$ cat src/rtl/wallace_tree_multiplier_pkg.sv
// Shared constants and elaboration-time helpers describing the Wallace reduction
// schedule: per-layer column heights and flat offsets into the node vector.
package wallace_tree_multiplier_pkg;

  localparam int WIDTH_DEFAULT = 4;
  localparam int PROD_WIDTH = 2 * WIDTH_DEFAULT;

  // Column heights packed as 8-bit fields, enough for 16 columns of height <= 8.
  typedef logic [16*8-1:0] heights_t;

  function automatic int prod_width(input int w);
    return 2 * w;
  endfunction

  function automatic int get_h(input heights_t hv, input int c);
    return int'(hv[c*8 +: 8]);
  endfunction

  function automatic int fa_of(input int h);
    return h / 3;
  endfunction

  function automatic int ha_of(input int h);
    return (h % 3 == 2) ? 1 : 0;
  endfunction

  function automatic heights_t init_heights(input int w);
    heights_t hv = '0;
    for (int c = 0; c < 2 * w; c++) begin
      hv[c*8 +: 8] = 8'((c < w) ? c + 1 : 2 * w - 1 - c);
    end
    return hv;
  endfunction

  function automatic int max_height(input int w, input heights_t hv);
    int m = 0;
    for (int c = 0; c < 2 * w; c++) begin
      if (get_h(hv, c) > m) m = get_h(hv, c);
    end
    return m;
  endfunction

  // One Wallace layer: sums stay, carries move up a column, the top carry is dropped.
  function automatic heights_t step_heights(input int w, input heights_t hv);
    heights_t nv = '0;
    int h;
    int n;
    for (int c = 0; c < 2 * w; c++) begin
      h = get_h(hv, c);
      n = h - 2 * fa_of(h) - ha_of(h);
      if (c > 0) n = n + fa_of(get_h(hv, c - 1)) + ha_of(get_h(hv, c - 1));
      nv[c*8 +: 8] = 8'(n);
    end
    return nv;
  endfunction

  function automatic heights_t heights_at(input int w, input int l);
    heights_t hv = init_heights(w);
    for (int k = 0; k < l; k++) hv = step_heights(w, hv);
    return hv;
  endfunction

  function automatic int num_layers(input int w);
    heights_t hv = init_heights(w);
    int n = 0;
    for (int k = 0; k < 16; k++) begin
      if (max_height(w, hv) > 2) begin
        hv = step_heights(w, hv);
        n++;
      end
    end
    return n;
  endfunction

  function automatic int col_height(input int w, input int l, input int c);
    return (c < 2 * w) ? get_h(heights_at(w, l), c) : 0;
  endfunction

  function automatic int fa_count(input int w, input int l, input int c);
    return fa_of(col_height(w, l, c));
  endfunction

  function automatic int ha_count(input int w, input int l, input int c);
    return ha_of(col_height(w, l, c));
  endfunction

  function automatic int col_base(input int w, input int l, input int c);
    int b = 0;
    for (int k = 0; k < l; k++) begin
      for (int cc = 0; cc < 2 * w; cc++) b += col_height(w, k, cc);
    end
    for (int cc = 0; cc < c; cc++) b += col_height(w, l, cc);
    return b;
  endfunction

  // Next-layer column c+1 holds its own sums and pass bits first, then incoming carries.
  function automatic int carry_slot(input int w, input int l, input int c);
    return col_base(w, l + 1, c + 1) + col_height(w, l, c + 1)
           - 2 * fa_count(w, l, c + 1) - ha_count(w, l, c + 1);
  endfunction

endpackage

$ cat src/rtl/wallace_tree_multiplier_full_adder.sv
// Single-bit full adder; also serves as a half adder with cin tied low.
module full_adder (
  input  logic a,
  input  logic b,
  input  logic cin,
  output logic sum,
  output logic cout
);

  assign sum  = a ^ b ^ cin;
  assign cout = (a & b) | (cin & (a ^ b));

endmodule

$ cat src/rtl/wallace_tree_multiplier.sv
// Unsigned WIDTHxWIDTH Wallace-tree multiplier with a ripple final adder and a
// one-cycle registered product plus valid flag.
module wallace_tree_multiplier
  import wallace_tree_multiplier_pkg::*;
#(
  parameter int WIDTH = WIDTH_DEFAULT
) (
  input  logic                            clk,
  input  logic                            rst_n,
  input  logic [WIDTH-1:0]                A,
  input  logic [WIDTH-1:0]                B,
  input  logic                            in_valid,
  output logic [prod_width(WIDTH)-1:0]    P,
  output logic                            out_valid
);

  localparam int PW     = prod_width(WIDTH);
  localparam int LAYERS = num_layers(WIDTH);
  localparam int NODES  = col_base(WIDTH, LAYERS + 1, 0);

  // Every bit of every layer lives in one flat vector, located via col_base().
  logic [NODES-1:0] node;

  for (genvar i = 0; i < WIDTH; i++) begin : g_pp_row
    for (genvar j = 0; j < WIDTH; j++) begin : g_pp_col
      assign node[col_base(WIDTH, 0, i + j) + ((i + j < WIDTH) ? i : i - (i + j - WIDTH + 1))] = A[j] & B[i];
    end
  end

  for (genvar l = 0; l < LAYERS; l++) begin : g_layer
    for (genvar c = 0; c < PW; c++) begin : g_col
      for (genvar f = 0; f < fa_count(WIDTH, l, c) + ha_count(WIDTH, l, c); f++) begin : g_cell
        logic cell_cin;
        logic cell_cout;
        if (f < fa_count(WIDTH, l, c)) begin : g_fa
          assign cell_cin = node[col_base(WIDTH, l, c) + 3*f + 2];
        end else begin : g_ha
          assign cell_cin = 1'b0;
        end
        full_adder u_cell (
          .a    (node[col_base(WIDTH, l, c) + 3*f]),
          .b    (node[col_base(WIDTH, l, c) + 3*f + 1]),
          .cin  (cell_cin),
          .sum  (node[col_base(WIDTH, l + 1, c) + f]),
          .cout (cell_cout)
        );
        if (c < PW - 1) begin : g_carry
          assign node[carry_slot(WIDTH, l, c) + f] = cell_cout;
        end else begin : g_drop
          logic unused_cout;
          assign unused_cout = cell_cout;
        end
      end
      for (genvar p = 3*fa_count(WIDTH, l, c) + 2*ha_count(WIDTH, l, c);
           p < col_height(WIDTH, l, c); p++) begin : g_pass
        assign node[col_base(WIDTH, l + 1, c) + fa_count(WIDTH, l, c) + ha_count(WIDTH, l, c)
                    + p - 3*fa_count(WIDTH, l, c) - 2*ha_count(WIDTH, l, c)]
               = node[col_base(WIDTH, l, c) + p];
      end
    end
  end

  logic [PW-1:0] row_a;
  logic [PW-1:0] row_b;
  logic [PW-1:0] chain;
  logic [PW-1:0] product;
  logic          unused_top_cout;

  assign chain[0] = 1'b0;

  // Columns of the last layer hold 0..2 bits; missing bits become zero operands.
  for (genvar c = 0; c < PW; c++) begin : g_final
    if (col_height(WIDTH, LAYERS, c) > 0) begin : g_a
      assign row_a[c] = node[col_base(WIDTH, LAYERS, c)];
    end else begin : g_a0
      assign row_a[c] = 1'b0;
    end
    if (col_height(WIDTH, LAYERS, c) > 1) begin : g_b
      assign row_b[c] = node[col_base(WIDTH, LAYERS, c) + 1];
    end else begin : g_b0
      assign row_b[c] = 1'b0;
    end
    if (c < PW - 1) begin : g_mid
      full_adder u_rca (
        .a(row_a[c]), .b(row_b[c]), .cin(chain[c]), .sum(product[c]), .cout(chain[c+1])
      );
    end else begin : g_top
      full_adder u_rca (
        .a(row_a[c]), .b(row_b[c]), .cin(chain[c]), .sum(product[c]), .cout(unused_top_cout)
      );
    end
  end

  always_ff @(posedge clk or negedge rst_n) begin
    if (!rst_n) begin
      P         <= '0;
      out_valid <= 1'b0;
    end else begin
      out_valid <= in_valid;
      if (in_valid) P <= product;
    end
  end

endmodule

$ cat config.mk
export PLATFORM = sky130hd
export DESIGN_NAME = wallace_tree_multiplier
export DESIGN_NICKNAME = d
export VERILOG_FILES = /design/src/rtl/wallace_tree_multiplier_pkg.sv /design/src/rtl/wallace_tree_multiplier_full_adder.sv /design/src/rtl/wallace_tree_multiplier.sv
export SDC_FILE = /design/constraint.sdc
export NUM_CORES = 1
export LEC_CHECK = 0
export CAP_MARGIN = 20
export CORE_UTILIZATION = 48
export CTS_BUF_LIST = sky130_fd_sc_hd__clkbuf_16
export CTS_CLUSTER_SIZE = 24
export DETAILED_ROUTE_END_ITERATION = 7
export GPL_TIMING_DRIVEN = 0
export PLACE_DENSITY = 0.9
export SYNTH_ARGS = -nofsm -noshare
export SYNTH_HDL_FRONTEND = slang
export SYNTH_HIERARCHICAL = 1
export SYNTH_SLANG_ARGS = --single-unit
$ cat constraint.sdc
create_clock -name clk -period 0.8 [get_ports clk]
set_input_delay 0.16 -clock clk [delete_from_list [all_inputs] [get_ports clk]]
set_output_delay 0.16 -clock clk [all_outputs]
set_load 0.02 [all_outputs]
# After elaboration in Yosys (flattened, before gate mapping)
# Cells that the tools add are included.
[totals] regBits=9 inputBits=11 output_inout_bits=9 wordCells=68
[op_classes] n_bitwise=66
[op_table] operator="1-bit AND" n=37
[op_table] operator="1-bit bitwise XOR" n=22
[op_table] operator="1-bit OR" n=7

# Longest topological paths before layout
[depth] ltp_word=14 mapped_depth=10 mapped_depth_nobuf=10

# Cells and area by module
# Netlist, hierarchy kept.
[by_module_without_submodules] mod="wallace_tree_multiplier" instances=1 cells_each=35 area_each_um2=460.4 seq_area_each_um2=225.2
[by_module_without_submodules] mod="full_adder" instances=18 cells_each=1 area_each_um2=20.0 seq_area_each_um2=0.0

# Least setup slack after synthesis
# OpenSTA, ideal clock, no wires.
[synth_timing] path_kind="input to register" startpoint="input A[3]" endpoint="register P[7]" setup_ps=125 t_arrival_ps=3578 setup_slack_ps=-2903 stages=9 n_path_buf=0 cell_sequence="and2_1 > fa_1 > fa_1 > fa_1 > fa_1 > fa_1 > fa_1 > fa_1 > mux2_4"
[synth_between] word_cells_on_any_way=41
[synth_lines] element="from (decl)" line_no="wallace_tree_multiplier.sv:10" source="input logic [WIDTH-1:0] A,"
[synth_lines] element="1-bit AND" line_no="wallace_tree_multiplier.sv:26" source="assign node[col_base(WIDTH, 0, i + j) + ((i + j < WIDTH) ? i : i - (i + j - WIDTH + 1))] = A[j] & B[i];"
[synth_lines] element="1-bit bitwise XOR (2 in a row)" line_no="wallace_tree_multiplier_full_adder.sv:10" source="assign sum = a ^ b ^ cin;"
[synth_lines] element="net node[20]" line_no="wallace_tree_multiplier.sv:22" source="logic [NODES-1:0] node;"
[synth_lines] element="1-bit bitwise XOR (2 in a row)" line_no="wallace_tree_multiplier_full_adder.sv:10"
[synth_lines] element="net node[32]" line_no="wallace_tree_multiplier.sv:22"
[synth_lines] element="1-bit AND" line_no="wallace_tree_multiplier_full_adder.sv:11" source="assign cout = (a & b) | (cin & (a ^ b));"
[synth_lines] element="net chain[4]" line_no="wallace_tree_multiplier.sv:65" source="logic [PW-1:0] chain;"
[synth_lines] element="1-bit AND" line_no="wallace_tree_multiplier_full_adder.sv:11"
[synth_lines] element="[... 1 more ...]"
[synth_lines] element="net chain[5]" line_no="wallace_tree_multiplier.sv:65"
[synth_lines] element="1-bit AND" line_no="wallace_tree_multiplier_full_adder.sv:11"
[synth_lines] element="1-bit OR" line_no="wallace_tree_multiplier_full_adder.sv:11"
[synth_lines] element="net chain[6]" line_no="wallace_tree_multiplier.sv:65"
[synth_lines] element="1-bit AND" line_no="wallace_tree_multiplier_full_adder.sv:11"
[synth_lines] element="1-bit OR" line_no="wallace_tree_multiplier_full_adder.sv:11"
[synth_lines] element="net chain[7]" line_no="wallace_tree_multiplier.sv:65"
[synth_lines] element="1-bit bitwise XOR" line_no="wallace_tree_multiplier_full_adder.sv:10"
[synth_lines] element="net product[7]" line_no="wallace_tree_multiplier.sv:66" source="logic [PW-1:0] product;"
[synth_lines] element="to (signal assigned)" line_no="wallace_tree_multiplier.sv:100" source="if (in_valid) P <= product;"
[synth_lines] element="to (decl)" line_no="wallace_tree_multiplier.sv:13" source="output logic [prod_width(WIDTH)-1:0] P,"
# The timed path passes the listed nets, and every way through them passes these cells.
# A chain may end at the register's enable or synchronous reset.

# Worst setup path after layout
[layout_timing] startpoint="input A[1]" endpoint="register P[7]"
[layout_between] word_cells_on_any_way=40
[layout_lines] element="1-bit AND" line_no="wallace_tree_multiplier.sv:26"
[layout_lines] element="net g_layer[0].g_col[3].g_cell[0].cell_cin" line_no="wallace_tree_multiplier.sv:33" source="logic cell_cin;"
[layout_lines] element="1-bit bitwise XOR" line_no="wallace_tree_multiplier_full_adder.sv:10"
[layout_lines] element="net node[20]" line_no="wallace_tree_multiplier.sv:22"
[layout_lines] element="1-bit bitwise XOR (2 in a row)" line_no="wallace_tree_multiplier_full_adder.sv:10"
[layout_lines] element="net node[32]" line_no="wallace_tree_multiplier.sv:22"
[layout_lines] element="1-bit AND" line_no="wallace_tree_multiplier_full_adder.sv:11"
[layout_lines] element="net chain[4]" line_no="wallace_tree_multiplier.sv:65"
[layout_lines] element="[... 2 more ...]"
[layout_lines] element="net chain[5]" line_no="wallace_tree_multiplier.sv:65"
[layout_lines] element="1-bit AND" line_no="wallace_tree_multiplier_full_adder.sv:11"
[layout_lines] element="1-bit OR" line_no="wallace_tree_multiplier_full_adder.sv:11"
[layout_lines] element="net chain[6]" line_no="wallace_tree_multiplier.sv:65"
[layout_lines] element="1-bit AND" line_no="wallace_tree_multiplier_full_adder.sv:11"
[layout_lines] element="1-bit OR" line_no="wallace_tree_multiplier_full_adder.sv:11"
[layout_lines] element="net chain[7]" line_no="wallace_tree_multiplier.sv:65"
[layout_lines] element="1-bit bitwise XOR" line_no="wallace_tree_multiplier_full_adder.sv:10"
[layout_lines] element="net product[7]" line_no="wallace_tree_multiplier.sv:66"
# The timed path passes the listed nets, and every way through them passes these cells.

==> results.md <==
- Mean Syn Cell Area: around 15 um2
- First-pass GRT wire length: 2.46 mm
- Most common cell after layout, fill and taps aside: buf_6
- Tot Pwr: 3.37 mW
- Worst VDD drop: 2040 uV
- Seq/Total Area, Yosys: 27.4%
- DRC violations left: 3
- Clock Pin Slew Worst Setup and Hold Paths: around 0.04 ns
- Area occupied by registers: 225 um2
- Multi-input gate area: around 660 um2
- RD Place Congestion: 0.741
- Most frequent cells in the layout: 13 x buf_6, 11 x fa_1, 11 x conb_1
- CP cell instances: buf_8 -> and2_4 -> fa_1 -> fa_1 -> fa_2 -> fa_2 -> fa_2 -> fa_2 -> fa_1 -> mux2_4
- Crit end category: register
- Worst-skew pair later-pin latency: 0.23 ns
- Setup Viol. Count Final: 17
- Reg2Reg Setup Slack: -0.11 ns
- Drt total wl: 1.68 mm
- Setup ws final: -2.54 ns
- First-pass DRT Iterations: 8
- Share of cells above drive strength 1: 55.3%
- Initial core utilization: between 50% and 60%
- YS warnings: 6
- Number of global-route vias before repair: ~550
- Final hold violation count: 0
- Average wire per cell in the routed design: 15.3 um
- Crit path required time: 0.92 ns
- CTS tree: done
- Failing checks: DRC, setup timing
- Final layout net count: 124
- Non-Filler Instances: 110
- Vias: 529
- Diodes inserted: 0
- DP Cell Count: 98
- # Max-Cap Violations: 0
- Critical Path Fanout Max: 4
- Initial antenna violation count: 0
- Count of final max-slew check failures: 0
- Placeable Area: roughly 1600 um2
- TritonCTS buffer count: 3
- Pwr dens: 2660 nW/um2
- Syn Inst Count: 53
- Total grt overflow: 0
- Post-synthesis register bit count: 9
- Peak Freq: 299 MHz
- Clock root cell: clkbuf_16
- Largest net degree at the start of global routing: 10
- Die Wd: 43.4 um
- Count of cell types in the netlist: 6
- Die height: 43.4 um
- Launch point of the worst reg-to-reg path: P[0]
- Syn Std Cell Area: 821 um2
- Min-delay worst type: primary input to register
- Fin crit share: 418%
- Tot GR Track Use: 18.9%
- Critical Path Max Stage Delay: around 0.54 ns
- Initial DRC Count: 5
- Clk sinks: 9
- Crit start category: primary input
- Critical Path AT: 3.46 ns
- Fin crit period: roughly 3.3 ns
- Antenna-violating nets left: 0
- Die area: between 1500 and 2000 um2
- Rows: 14
- Lkg Pwr: 0.605 nW
- Reg2Reg Capture Point: P[0]
- WS Path Type: primary input to register
- Crit-path slowest cell: fa_1
- H-tree depth: 1
- Worst Clk Skew: 0 ns
- CP startpoint: A[1]
- Port bufs: 19
- Post-DP HPWL: between 1 and 1.5 mm
- RSZ-0062 raised after global routing: true
- R2R cell count: 2
- Boundary Pins: 20
- Layout area overhead: 54.3%
- Drt via density: 4.81
- Filler cell count: 89
- Status: finished, violations left
- Clock buffer depth: 2
- Critical Path End: P[7]
- Most used cell, CP: fa_2
==> synth_stat cells, drive strengths merged <==
library cell  count  area (um2)
mux2              8         120
conb              1        3.75
dfrtp             9         225
buf               1        11.3
and2             16         100
fa               18         360
==> worst max-delay path, delay by kind of cell <==
family / cells / cell delay, ns
buffers and inverters: 1 / 0.10
adders and majority gates: 7 / 2.78
muxes: 1 / 0.26
and+or+nand+nor: 1 / 0.15
==> report_power, final <==
group	total [mW]	leakage, nW	internal (mW)	switching [mW]
Sequential	0.788	0.105	0.645	0.143
Clock	0.880	0.0409	0.659	0.221
Combinational	1.71	0.459	1.04	0.665
Total	3.37	0.605	2.34	1.03
==> repair_timing <==
item | in CTS | in global routing
setup buffers | 7 | 1
hold buffers | 0 | 0
endpoints found under the setup margin | 17 | 17
gates resized for setup | 94 | 4
pin swaps | 17 | 6
==> worst min path at each step <==
stage                end      from  depth (start not counted)  slack (ns)
2_1_floorplan       P[0]     rst_n                          0       -0.14
3_3_place_gp        P[2]     rst_n                          1        0.46
3_5_place_dp        P[1]     rst_n                          1        0.47
4_1_cts        out_valid  in_valid                          1        0.21
5_1_grt        out_valid  in_valid                          1        0.21
6_report       out_valid  in_valid                          1        0.21
==> stage by stage <==
stage / hold WS [ns] / setup slack, ns / util (%) / area [um2] / setup TNS, ns
finish: 0.208 / -2.54 / 81.2 / 1270 / -12.41
global route: 0.214 / -2.63 / 81.2 / 1270 / -12.88
CTS: 0.207 / -2.61 / 79.8 / 1240 / -12.65
detailed placement: 0.468 / -3.31 / 70.1 / 1090 / -19.40
global placement: 0.462 / -3.29 / 70.1 / 1090 / -19.27
floorplan: -0.136 / -2.72 / - / 883 / -12.15
==> state kept, by name (all words and copies together), names as in the netlist <==
name / flops
out_valid: 1
P: 8
==> kinds of logic (layout without fill, tap and decap cells) <==
group                      after synthesis  in the layout  synth area share, %
and+or+nand+nor                         16             16                 12.2
buffers and inverters                    1             32                 1.37
other                                    1             11                0.457
DFF                                      9              9                 27.4
muxes                                    8              8                 14.6
adders and majority gates               18             18                 43.9
==> area by class of cell <==
type,count,area share (%)
buffer,1,0.889
clock buffer,3,5.93
clock inverter,1,0.395
multi-input combinational,53,52.1
sequential,9,17.8
tap,16,1.58
timing repair buffer,27,21.3
==> per-layer routing <==
metal	vias to the layer above	share of wire (%)	GRT usage [%]
li1	237	-	-
met1	275	40	25.9
met2	17	57	31.8
met3	0	2.6	2.50
met4	0	0	5.63
met5	-	0	0
(Power assumes the default switching activity.)
==> RTL change, RTL diff (same settings) <==
Reset style: synchronous (`rst_n`), changed in one clocked block.
--- a/src/rtl/wallace_tree_multiplier.sv
+++ b/src/rtl/wallace_tree_multiplier.sv
@@ -92,5 +92,5 @@
   end
 
-  always_ff @(posedge clk or negedge rst_n) begin
+  always_ff @(posedge clk) begin
     if (!rst_n) begin
       P         <= '0;
Formal check against the unedited RTL: differs if rst_n is asserted again (counterexample within 4 cycles, from zero or initial values and one cycle with rst_n low); with rst_n held inactive, the same outputs for 10 cycles.
==> RTL change against the original RTL <==
The run ends with setup timing left. Wire length down 7.1%. Largest cell class unchanged. Setup slack improved by 0.022 ns. Sequential cell count is the same. Final cell count up 0.91%. Global-route usage up 1.4 points. Power decreased by 25%. Cell area is 6.3% lower. Synthesized cell count up 17%. Area after synthesis shrank 3.4%.
==> RTL change: results (changes against the original RTL) <==
Synth
  – Sequential share of the synthesized area: 22.7% (-4.7 points)
  – Synth warn: 6 (unchanged)
  – Top FF cell, synth: dfxtp_1
  – Number of enable flip-flop cells after synthesis: 0 (unchanged)
  – Main area contributors after synthesis: fa_1 45%, dfxtp_1 23%, and2_1 13%, mux2i_1 10%, nor2b_1 6.3%
  – Most frequent cells after synthesis: 18 x fa_1, 16 x and2_1, 9 x dfxtp_1
  – Asr flop ratio synth: 0% (-100 points)
  – Syn_area_per_cell: 12.8 um2 (-17%)
  – Cell variety after synth: 8 (+2)

Power and ir drop
  – Leak pwr: 0.000548 uW (-9.4%)
  – Max VDD drop: 0.00241 V (+18%)

Outcome
  – Status: finished, violations left
  – Violated checks: setup timing

GRT
  – Initial antenna violation count: 0 (unchanged)
  – Pin count of the biggest net entering global routing: 10 (unchanged)
  – Vias in the first global route: 607 (+10%)
  – First-pass GRT wire length: 2.57 mm (+4.5%)
  – GRT Overall Usage: 20.3% (+1.4 points)

Drt
  – Routed vias/inst: 4.79 (-0.34%)
  – Routed met1 length: 548 um (-18%)
  – WL/cell: 14.1 um (-7.9%)
  – Pre-antenna DRT Iters: 2 (-6)
  – WL met3: 59 um (+34%)
  – Met2 wire length: 943 um (-2.4%)
  – Uppermost routed layer: met4
  – Initial drt markers: 1 (-4)

STA
  – Final worst slack: -2.52 ns (+0.0221 ns)
  – Setup tns final: -11.44 ns (+0.965 ns)
  – Worst Skew: 0 ns (unchanged)
  – Final setup fails: 17 (unchanged)

Clock tree
  – TritonCTS Buffers: 3 (unchanged)
  – H-tree levels: 1 (unchanged)
  – Clk pin slew, worst setup/hold paths: 0.04 ns (about the same)
  – CTS Buffer Depth: 2 (unchanged)
  – Post-CTS Setup Bufs: 1 (-6)
  – Clock latency on the worst-skew pair: 0.23 ns (about the same)
  – Root Driver: clkbuf_16
  – PostCTS Resize Cnt: 102 (+8.5%)

Setup path
  – Largest delay share family, worst path: adder cells
  – Arrival @ worst endpoint: 3.44 ns (-0.02 ns)
  – Worst Path Max Fanout: 2 (-2)
  – Critical Path Max Stage Delay: 0.55 ns
  – Slowest-stage cell, CP: fa_1

Placed design
  – Gpl congestion: 0.763 (+3.0%)
  – Placed Area: 1060 um2 (-3.4%)
  – # port buffers: 18 (-1)
  – DP Wirelength: 1.14 mm (+3.8%)
  – Worst slack, placed: -3.29 ns (+0.0254 ns)

Finish
  – Ratio of cells with drive above 1 in the final layout: 48.4% (-6.9 points)
  – Final #Nets: 125 (+0.81%)
  – Largest regs: P: 8 flops, out_valid: 1 flops
  – Final Non-Filler Cells: 111 (+0.91%)
  – Ant. Diodes: 0 (unchanged)

Hold path
  – Worst Hold Class: in -> reg
RTL change: cell types whose count changed after synthesis:
cell / before / now
and2_2: 0 / 1
mux2i_1: 0 / 8
mux2_4: 8 / 0
dfrtp_1: 9 / 0
nor2b_1: 0 / 8
dfxtp_1: 0 / 9
RTL change: cells by family (layout without fill, tap and decap cells):
group | after synthesis | count (layout) | synth area share (%)
flops | 9 | 9 | 22.7
buf+inv | 1 | 24 | 1.42
other cells | 1 | 11 | 0.473
simple gates | 25 | 25 | 19.9
fa+ha+maj | 18 | 18 | 45.4
mux | 8 | 8 | 10.1
RTL change: metal layers:
metal | track usage (%) | vias up
met5 | 0 | -
met4 | 5.63 | 0
met3 | 6.38 | 2
met2 | 39.7 | 11
met1 | 19.7 | 271
li1 | - | 248
RTL change: path summary, 6_finish.rpt:
kind | startpoint | to | slack (ns) | cells past startpoint
worst min register to register | P[2]$_SDFFE_PN0P_ | P[2]$_SDFFE_PN0P_ | 0.51 | 2
worst min-delay path | in_valid | out_valid$_SDFF_PN0_ | 0.24 | 2
worst max-delay path | A[2] | P[7]$_SDFFE_PN0P_ | -2.52 | 11
worst max register to register | P[0]$_SDFFE_PN0P_ | P[0]$_SDFFE_PN0P_ | 0.18 | 2
RTL change: where the power goes:
part / switching, uW / internal, uW / leakage (uW)
clock network: 204 / 652 / 0.0000423
logic: 486 / 564 / 0.000429
registers: 63.3 / 559 / 0.0000771
total: 753 / 1770 / 0.000548
RTL change: final cells by class:
type                            instances  area (um2)
Timing Repair Buffer                   19         206
Multi-Input combinational cell         62         679
Clock buffer                            3        75.1
Clock inverter                          1        3.75
Buffer                                  1        11.3
Sequential cell                         9         190
Fill cell                              97         338
Tap cell                               16        20.0
